==> config.mk <==
export PLATFORM = sky130hd
export DESIGN_NAME = instr_controller
export DESIGN_NICKNAME = d
export VERILOG_FILES = /design/src/rtl/instr_controller.sv
export SDC_FILE = /design/constraint.sdc
export NUM_CORES = 1
export LEC_CHECK = 0
export BUFFER_PORTS_ARGS = -buffer_cell sky130_fd_sc_hd__buf_2
export CAP_MARGIN = 20
export CORE_AREA = 2 2 67 53
export CTS_CLUSTER_SIZE = 25
export DETAILED_ROUTE_END_ITERATION = 16
export DIE_AREA = 0 0 69 55
export PLACE_DENSITY = 0.77
export SYNTH_ARGS = -nofsm -noshare
export SYNTH_HDL_FRONTEND = slang
export SYNTH_SLANG_ARGS = --single-unit
==> constraint.sdc <==
create_clock -name clk -period 1.7 [get_ports clk]
set_input_delay 0.255 -clock clk [delete_from_list [all_inputs] [get_ports clk]]
set_output_delay 0.255 -clock clk [all_outputs]
set_load 0.05 [all_outputs]
==> src/rtl/instr_controller.sv <==
// instr_controller: instruction register, decoder and Moore control FSM
// for the 16-bit CPU datapath. One micro-step per clock.
// Optional feature macro: INSTR_CTRL_TRAP_EN (illegal opcodes lock in TRAP
// with err=1 until reset; otherwise they return to WAIT and err is 0).
module instr_controller (
  input  logic        clk,
  input  logic        reset,
  input  logic [15:0] in,
  input  logic        load,
  input  logic        s,
  output logic        w,
  output logic        err,
  output logic [15:0] sximm5,
  output logic [15:0] sximm8,
  output logic [2:0]  readnum,
  output logic [2:0]  writenum,
  output logic        write,
  output logic        loada,
  output logic        loadb,
  output logic        loadc,
  output logic        loads,
  output logic        asel,
  output logic        bsel,
  output logic [1:0]  vsel,
  output logic [1:0]  ALUop,
  output logic [1:0]  shift
);
  typedef enum logic [2:0] {
    S_WAIT, S_DECODE, S_WRITE_IMM, S_GET_A, S_GET_B, S_COMPUTE, S_WRITE_REG
`ifdef INSTR_CTRL_TRAP_EN
    , S_TRAP
`endif
  } state_t;

  state_t      state_q, state_d;
  logic [15:0] ir_q;

  // IR fields
  logic [2:0] opcode, rn, rd, rm;
  logic [1:0] op, sh;
  assign opcode = ir_q[15:13];
  assign op     = ir_q[12:11];
  assign rn     = ir_q[10:8];
  assign rd     = ir_q[7:5];
  assign sh     = ir_q[4:3];
  assign rm     = ir_q[2:0];

  logic is_movi, is_movr, is_alu, is_cmp, is_mvn;
  assign is_movi = (opcode == 3'b110) && (op == 2'b10);
  assign is_movr = (opcode == 3'b110) && (op == 2'b00);
  assign is_alu  = (opcode == 3'b101);
  assign is_cmp  = is_alu && (op == 2'b01);
  assign is_mvn  = is_alu && (op == 2'b11);

  // Immediates are pure functions of the IR, independent of state
  assign sximm5 = {{11{ir_q[4]}}, ir_q[4:0]};
  assign sximm8 = {{8{ir_q[7]}}, ir_q[7:0]};

  // State register and IR; IR only accepts a new word while idle
  always_ff @(posedge clk or posedge reset) begin
    if (reset) begin
      state_q <= S_WAIT;
      ir_q    <= 16'h0000;
    end else begin
      state_q <= state_d;
      if (load && state_q == S_WAIT) ir_q <= in;
    end
  end

  // Next-state and Moore output decode
  always_comb begin
    state_d  = state_q;
    w        = 1'b0;
    err      = 1'b0;
    readnum  = 3'd0;
    writenum = 3'd0;
    write    = 1'b0;
    loada    = 1'b0;
    loadb    = 1'b0;
    loadc    = 1'b0;
    loads    = 1'b0;
    asel     = 1'b0;
    bsel     = 1'b0;
    vsel     = 2'b00;
    ALUop    = op;
    shift    = sh;
    case (state_q)
      S_WAIT: begin
        w = 1'b1;
        if (s) state_d = S_DECODE;
      end
      S_DECODE: begin
        if (is_movi)                state_d = S_WRITE_IMM;
        else if (is_movr || is_mvn) state_d = S_GET_B;
        else if (is_alu)            state_d = S_GET_A;
`ifdef INSTR_CTRL_TRAP_EN
        else                        state_d = S_TRAP;
`else
        else                        state_d = S_WAIT;
`endif
      end
      S_WRITE_IMM: begin
        writenum = rn;
        vsel     = 2'b10;
        write    = 1'b1;
        state_d  = S_WAIT;
      end
      S_GET_A: begin
        readnum = rn;
        loada   = 1'b1;
        state_d = S_GET_B;
      end
      S_GET_B: begin
        readnum = rm;
        loadb   = 1'b1;
        state_d = S_COMPUTE;
      end
      S_COMPUTE: begin
        if (is_movr) begin
          asel  = 1'b1;
          ALUop = 2'b00;
          loadc = 1'b1;
        end else if (is_cmp) begin
          ALUop = 2'b01;
          loads = 1'b1;
        end else begin
          loadc = 1'b1;
        end
        state_d = is_cmp ? S_WAIT : S_WRITE_REG;
      end
      S_WRITE_REG: begin
        writenum = rd;
        write    = 1'b1;
        state_d  = S_WAIT;
      end
`ifdef INSTR_CTRL_TRAP_EN
      S_TRAP: begin
        err     = 1'b1;
        state_d = S_TRAP;
      end
`endif
      default: state_d = S_WAIT;
    endcase
  end
endmodule

# Word-level counts from Yosys, hierarchy flattened
# Index checks and enable logic that the tools add are counted.
[word_totals]
ff_bits = 19
inputBits = 20
out_inout_bits = 53
elab_cells = 47
[classes]
n_eq_ne = 12
n_mux = 24
n_reduce_logical = 9
[op_table]
columns = ["op", "n"]
rows = [
  ["$eq A3 B3 Y1 const B", 5],
  ["$pmux W3 S5", 1],
  ["$mux W1", 12],
  ["$mux W3", 4],
  ["$pmux W3 S2", 2],
  ["$mux W2", 5],
  ["$eq A3 B2 Y1 const B", 2],
  ["$logic_and A1 B1 Y1", 5],
  ["$eq A2 B2 Y1 const B", 2],
  ["$eq A3 B1 Y1 const B", 1],
  ["$logic_not A3 Y1", 1],
  ["$eq A2 B1 Y1 const B", 1],
  ["$logic_not A2 Y1", 1],
  ["$ne A2 B2 Y1 const B", 1],
  ["$reduce_or A2 Y1", 1],
  ["$logic_or A1 B1 Y1", 1],
]

# Depth between registers and ports, before layout
[depth]
ltp_word = 6
mapped_depth = 6
ltp_nobuf = 3

# Worst setup path after synthesis
# OpenSTA, ideal clock, no wires.
[synth_path]
path_kind = "register -> output"
startpoint = "register state_q[0]"
endpoint = "output port readnum[0]"
arrival_time_ns = 2.432
required_time_ns = 1.445
slack_ns = -0.987
stages_incl_launch_ff = 4
n_path_buf = 1
cell_sequence = "dfrtp_1 buf_6 nor3b_1 a22o_1"
[synth_via]
elab_chain_cells = 2
word_cells_on_any_way = 3
cone_classes = "2 x eq/ne; 1 x mux"
[synth_lines]
columns = ["item", "line_no", "source"]
rows = [
  ["from (decl)", "35", "state_t state_q, state_d;"],
  ["from (signal assigned)", "65", "state_q <= state_d;"],
  ["$eq A3 B3 Y1 / $eq A3 B2 Y1 (equally long branches)", "87", "case (state_q)"],
  ["$pmux W3 S2 (*)", "87", ""],
  ["to (decl)", "15", "output logic [2:0] readnum,"],
]
# Every way passes the cells marked *; elsewhere a longest branch is shown, timed or not.

# Final worst setup path
[layout_path]
startpoint = "register state_q[0]"
endpoint = "output port writenum[2]"
[layout_via]
elab_chain_cells = 2
word_cells_on_any_way = 3
cone_classes = "2 x eq/ne; 1 x mux"
[layout_lines]
columns = ["item", "line_no", "source"]
rows = [
  ["$eq A3 B3 Y1 / $eq A3 B2 Y1 (equally long branches)", "87", ""],
  ["$pmux W3 S2 (*)", "87", ""],
  ["to (decl)", "16", "output logic [2:0] writenum,"],
]
# Marked as above.

==> flow_summary.yaml <==
drt:
  wirelength_um: 2540
  drt.antenna.violating_nets: 0
  drt-initial-drc-count: 25
  drt-pass1-iter-count: 2
  drt-wirelength-per-cell_um: 12.5
  detail_route.drc_violations: 0
  route.vias.total: 910
  routed_via_density: 4.48
synthesis:
  synth_cell_types: 32
  synth_area_um2: 1310
  synth.area.top_cells: "sky130_fd_sc_hd__dfrtp_1, sky130_fd_sc_hd__buf_4, sky130_fd_sc_hd__mux2_4"
  ys_seq_area_share_pct: 36.2
  async_flop_share_pct: 100
  top_flip_flop_cell_by_instance_count_after_synthesis: "sky130_fd_sc_hd__dfrtp_1"
  postSynthCellCount: 123
  synth_edf_count: 0
  yosysWarnings: 0
  mean_cell_area_of_the_mapped_netlist_um2: 10.7
  synth.top_cell.area_share_pct: 36.2
  synth_top_area_cell: "sky130_fd_sc_hd__dfrtp_1"
  ys_ff_latch: 19
clock_tree:
  clk_root_buffer_cell: "sky130_fd_sc_hd__clkbuf_8"
  cts.sink_count: 19
  clkSlewWorstSetupHoldPaths_ns: 0.07
  clkLatencyLatePin_ns: 0.25
  tritoncts: "done"
  htreeDepth: 1
  cts_hold_buffers: 0
  cts-buffers-inserted: 3
  cts.path.max_buffers: 2
timing:
  min_period_over_period_pct: 96.5
  final_max_slew_viol_count: 0
  timing.final.setup_violations: 0
  postLayoutSetupSlackWorst_ns: 0.0601
  max_clock_freq_mhz: 610
  timing.clock.skew_ns: 0.00334
  fin_crit_ns: 1.64
  final-hold-violation-count: 0
floorplan:
  die_height_um: 55
  die_area_um2: 3800
  io_pins: 73
  initial_core_util_pct: 41.6
  fp-row-count: 18
  die_x_um: 69
  floorplan.core_area_um2: 3150
placement:
  portBuffers: 69
  post-place-ws_ns: 0.0825
  post_dp_cell_area_um2: 1430
  post-dp-hpwl_um: 1880
  gp_congestion: 0.794
grt:
  grt_start_max_net_pins: 20
  grt_pass1_wl_um: 3560
  grt_pass1_vias: 723
  total_congestion_overflow_after_global_routing: 0
  grt_antenna_before_repair: 0
  gr-usage-all-layers_pct: 12.2
critical_path:
  r2r_cells: 4
  critPathCaptureType: "output pin"
  path_max_fanout: 6
  crit_arrival_ns: 1.38
  timing.critical_path.cells: "or2b_1 > nor2_1 > clkbuf_4"
  rr_endpoint: "ir_q[13]$_DFFE_PP0P_"
  delay_of_the_slowest_cell_on_the_worst_path_ns: 0.48
  r2r_slack_ns: 0.08
  worstReg2RegStart: "state_q[2]$_DFFE_PP0P_"
  worst-endpoint-required_ns: 1.44
  cp-start-kind: "register"
  cpMaxStageDelayCell: "sky130_fd_sc_hd__dfrtp_2"
  worstSetupPathType: "reg2out"
run:
  max_cap_violations: 0
layout:
  nNetsFinal: 184
  final_antenna_diode_count: 0
  area_growth_pct: 20.6
  layout_cell_share_with_drive_strength_beyond_1_pct: 66.9
  finalInstanceArea_um2: 1580
status:
  result_of_the_run: "finished clean"
hold_path:
  hold_path_class: "in2async"
per-layer routing:
layer	vias to the layer above	wire, µm	global-route usage (%)
met3	4	135	3.80
li1	453	-	-
met1	420	1120	16.1
met5	-	0	0
met2	33	1240	20.0
met4	0	45	2.94
cells in the mapped netlist, types with 2 or more instances:
library cell               instances
sky130_fd_sc_hd__a22o_1            3
sky130_fd_sc_hd__clkbuf_1          2
sky130_fd_sc_hd__o21ai_0           3
sky130_fd_sc_hd__nor3_1            3
sky130_fd_sc_hd__mux2i_1           3
sky130_fd_sc_hd__dfrtp_1          19
sky130_fd_sc_hd__nand2b_1          2
sky130_fd_sc_hd__buf_4            37
sky130_fd_sc_hd__mux2_4           10
sky130_fd_sc_hd__mux2_2            6
sky130_fd_sc_hd__nor2_1            9
sky130_fd_sc_hd__nand2_1           3
sky130_fd_sc_hd__inv_1             3
sky130_fd_sc_hd__buf_6             2
state kept, by name, summed over array words and instances (netlist names):
register,cells
ir_q,16
state_q,3
worst max path at each step:
stage,startpoint,end,slack (ns),cells after the start
4_1_cts,state_q[0]$_DFFE_PP0P_,writenum[2],0.01,3
5_1_grt,state_q[1]$_DFFE_PP0P_,asel,-0.02,4
2_1_floorplan,state_q[2]$_DFFE_PP0P_,asel,-0.39,3
3_5_place_dp,state_q[2]$_DFFE_PP0P_,readnum[0],0.08,3
3_3_place_gp,state_q[2]$_DFFE_PP0P_,readnum[1],0.11,3
6_report,state_q[0]$_DFFE_PP0P_,writenum[2],0.06,3
stage by stage:
stage	utilization, %	instances	hold WS, ns	setup TNS [ns]
detailed placement	45.5	193	0.289	0
global route	50.2	203	0.0257	-0.0252
floorplan	-	125	0.206	-3.95
CTS	48.5	200	0.0139	0
global placement	45.5	193	0.286	0
finish	50.2	203	0.00881	0
what timing repair did:
item,CTS,global route
cloned,0,0
setup endpoints to repair,11,10
pin swaps,0,3
gates resized for setup,10,10
buffers inserted,3,3
kinds of logic after synthesis:
group           Yosys count  synth area share [%]
buf+inv                  46                  26.2
simple gates             29                  13.2
mux                      19                  18.9
flops                    19                  36.2
compound gates            9                  5.24
other cells               1                 0.286
cell type report:
class / count / area [µm²]
clock buffer: 4 / 45.0
fill: 298 / 1570
inverter: 3 / 11.3
multi-input combinational: 60 / 568
sequential: 19 / 479
tap: 40 / 50.0
timing repair buffer: 77 / 429
cells in the final DEF, fill, tap and decap left out, drive strengths merged:
cell,n
mux2,16
a211oi,1
nand3b,1
dfrtp,19
a22o,3
and2,2
or2b,1
nand2b,2
clkbuf,6
o211ai,1
nor2,9
a22oi,1
and4b,1
nand3,1
nor3,4
or4b,1
mux2i,3
inv,3
nor4b,1
buf,75
conb,3
nor3b,2
nand2,3
o21ai,3
nand4,1
critical path, delay by kind of cell (launching register included):
kind	cells	cell delay [ns]
buf+inv	1	0.24
simple gates	2	0.42
flops	1	0.48
Power is not shown: default switching activity piles up to over one toggle a cycle in this logic, so the estimate is an artifact.
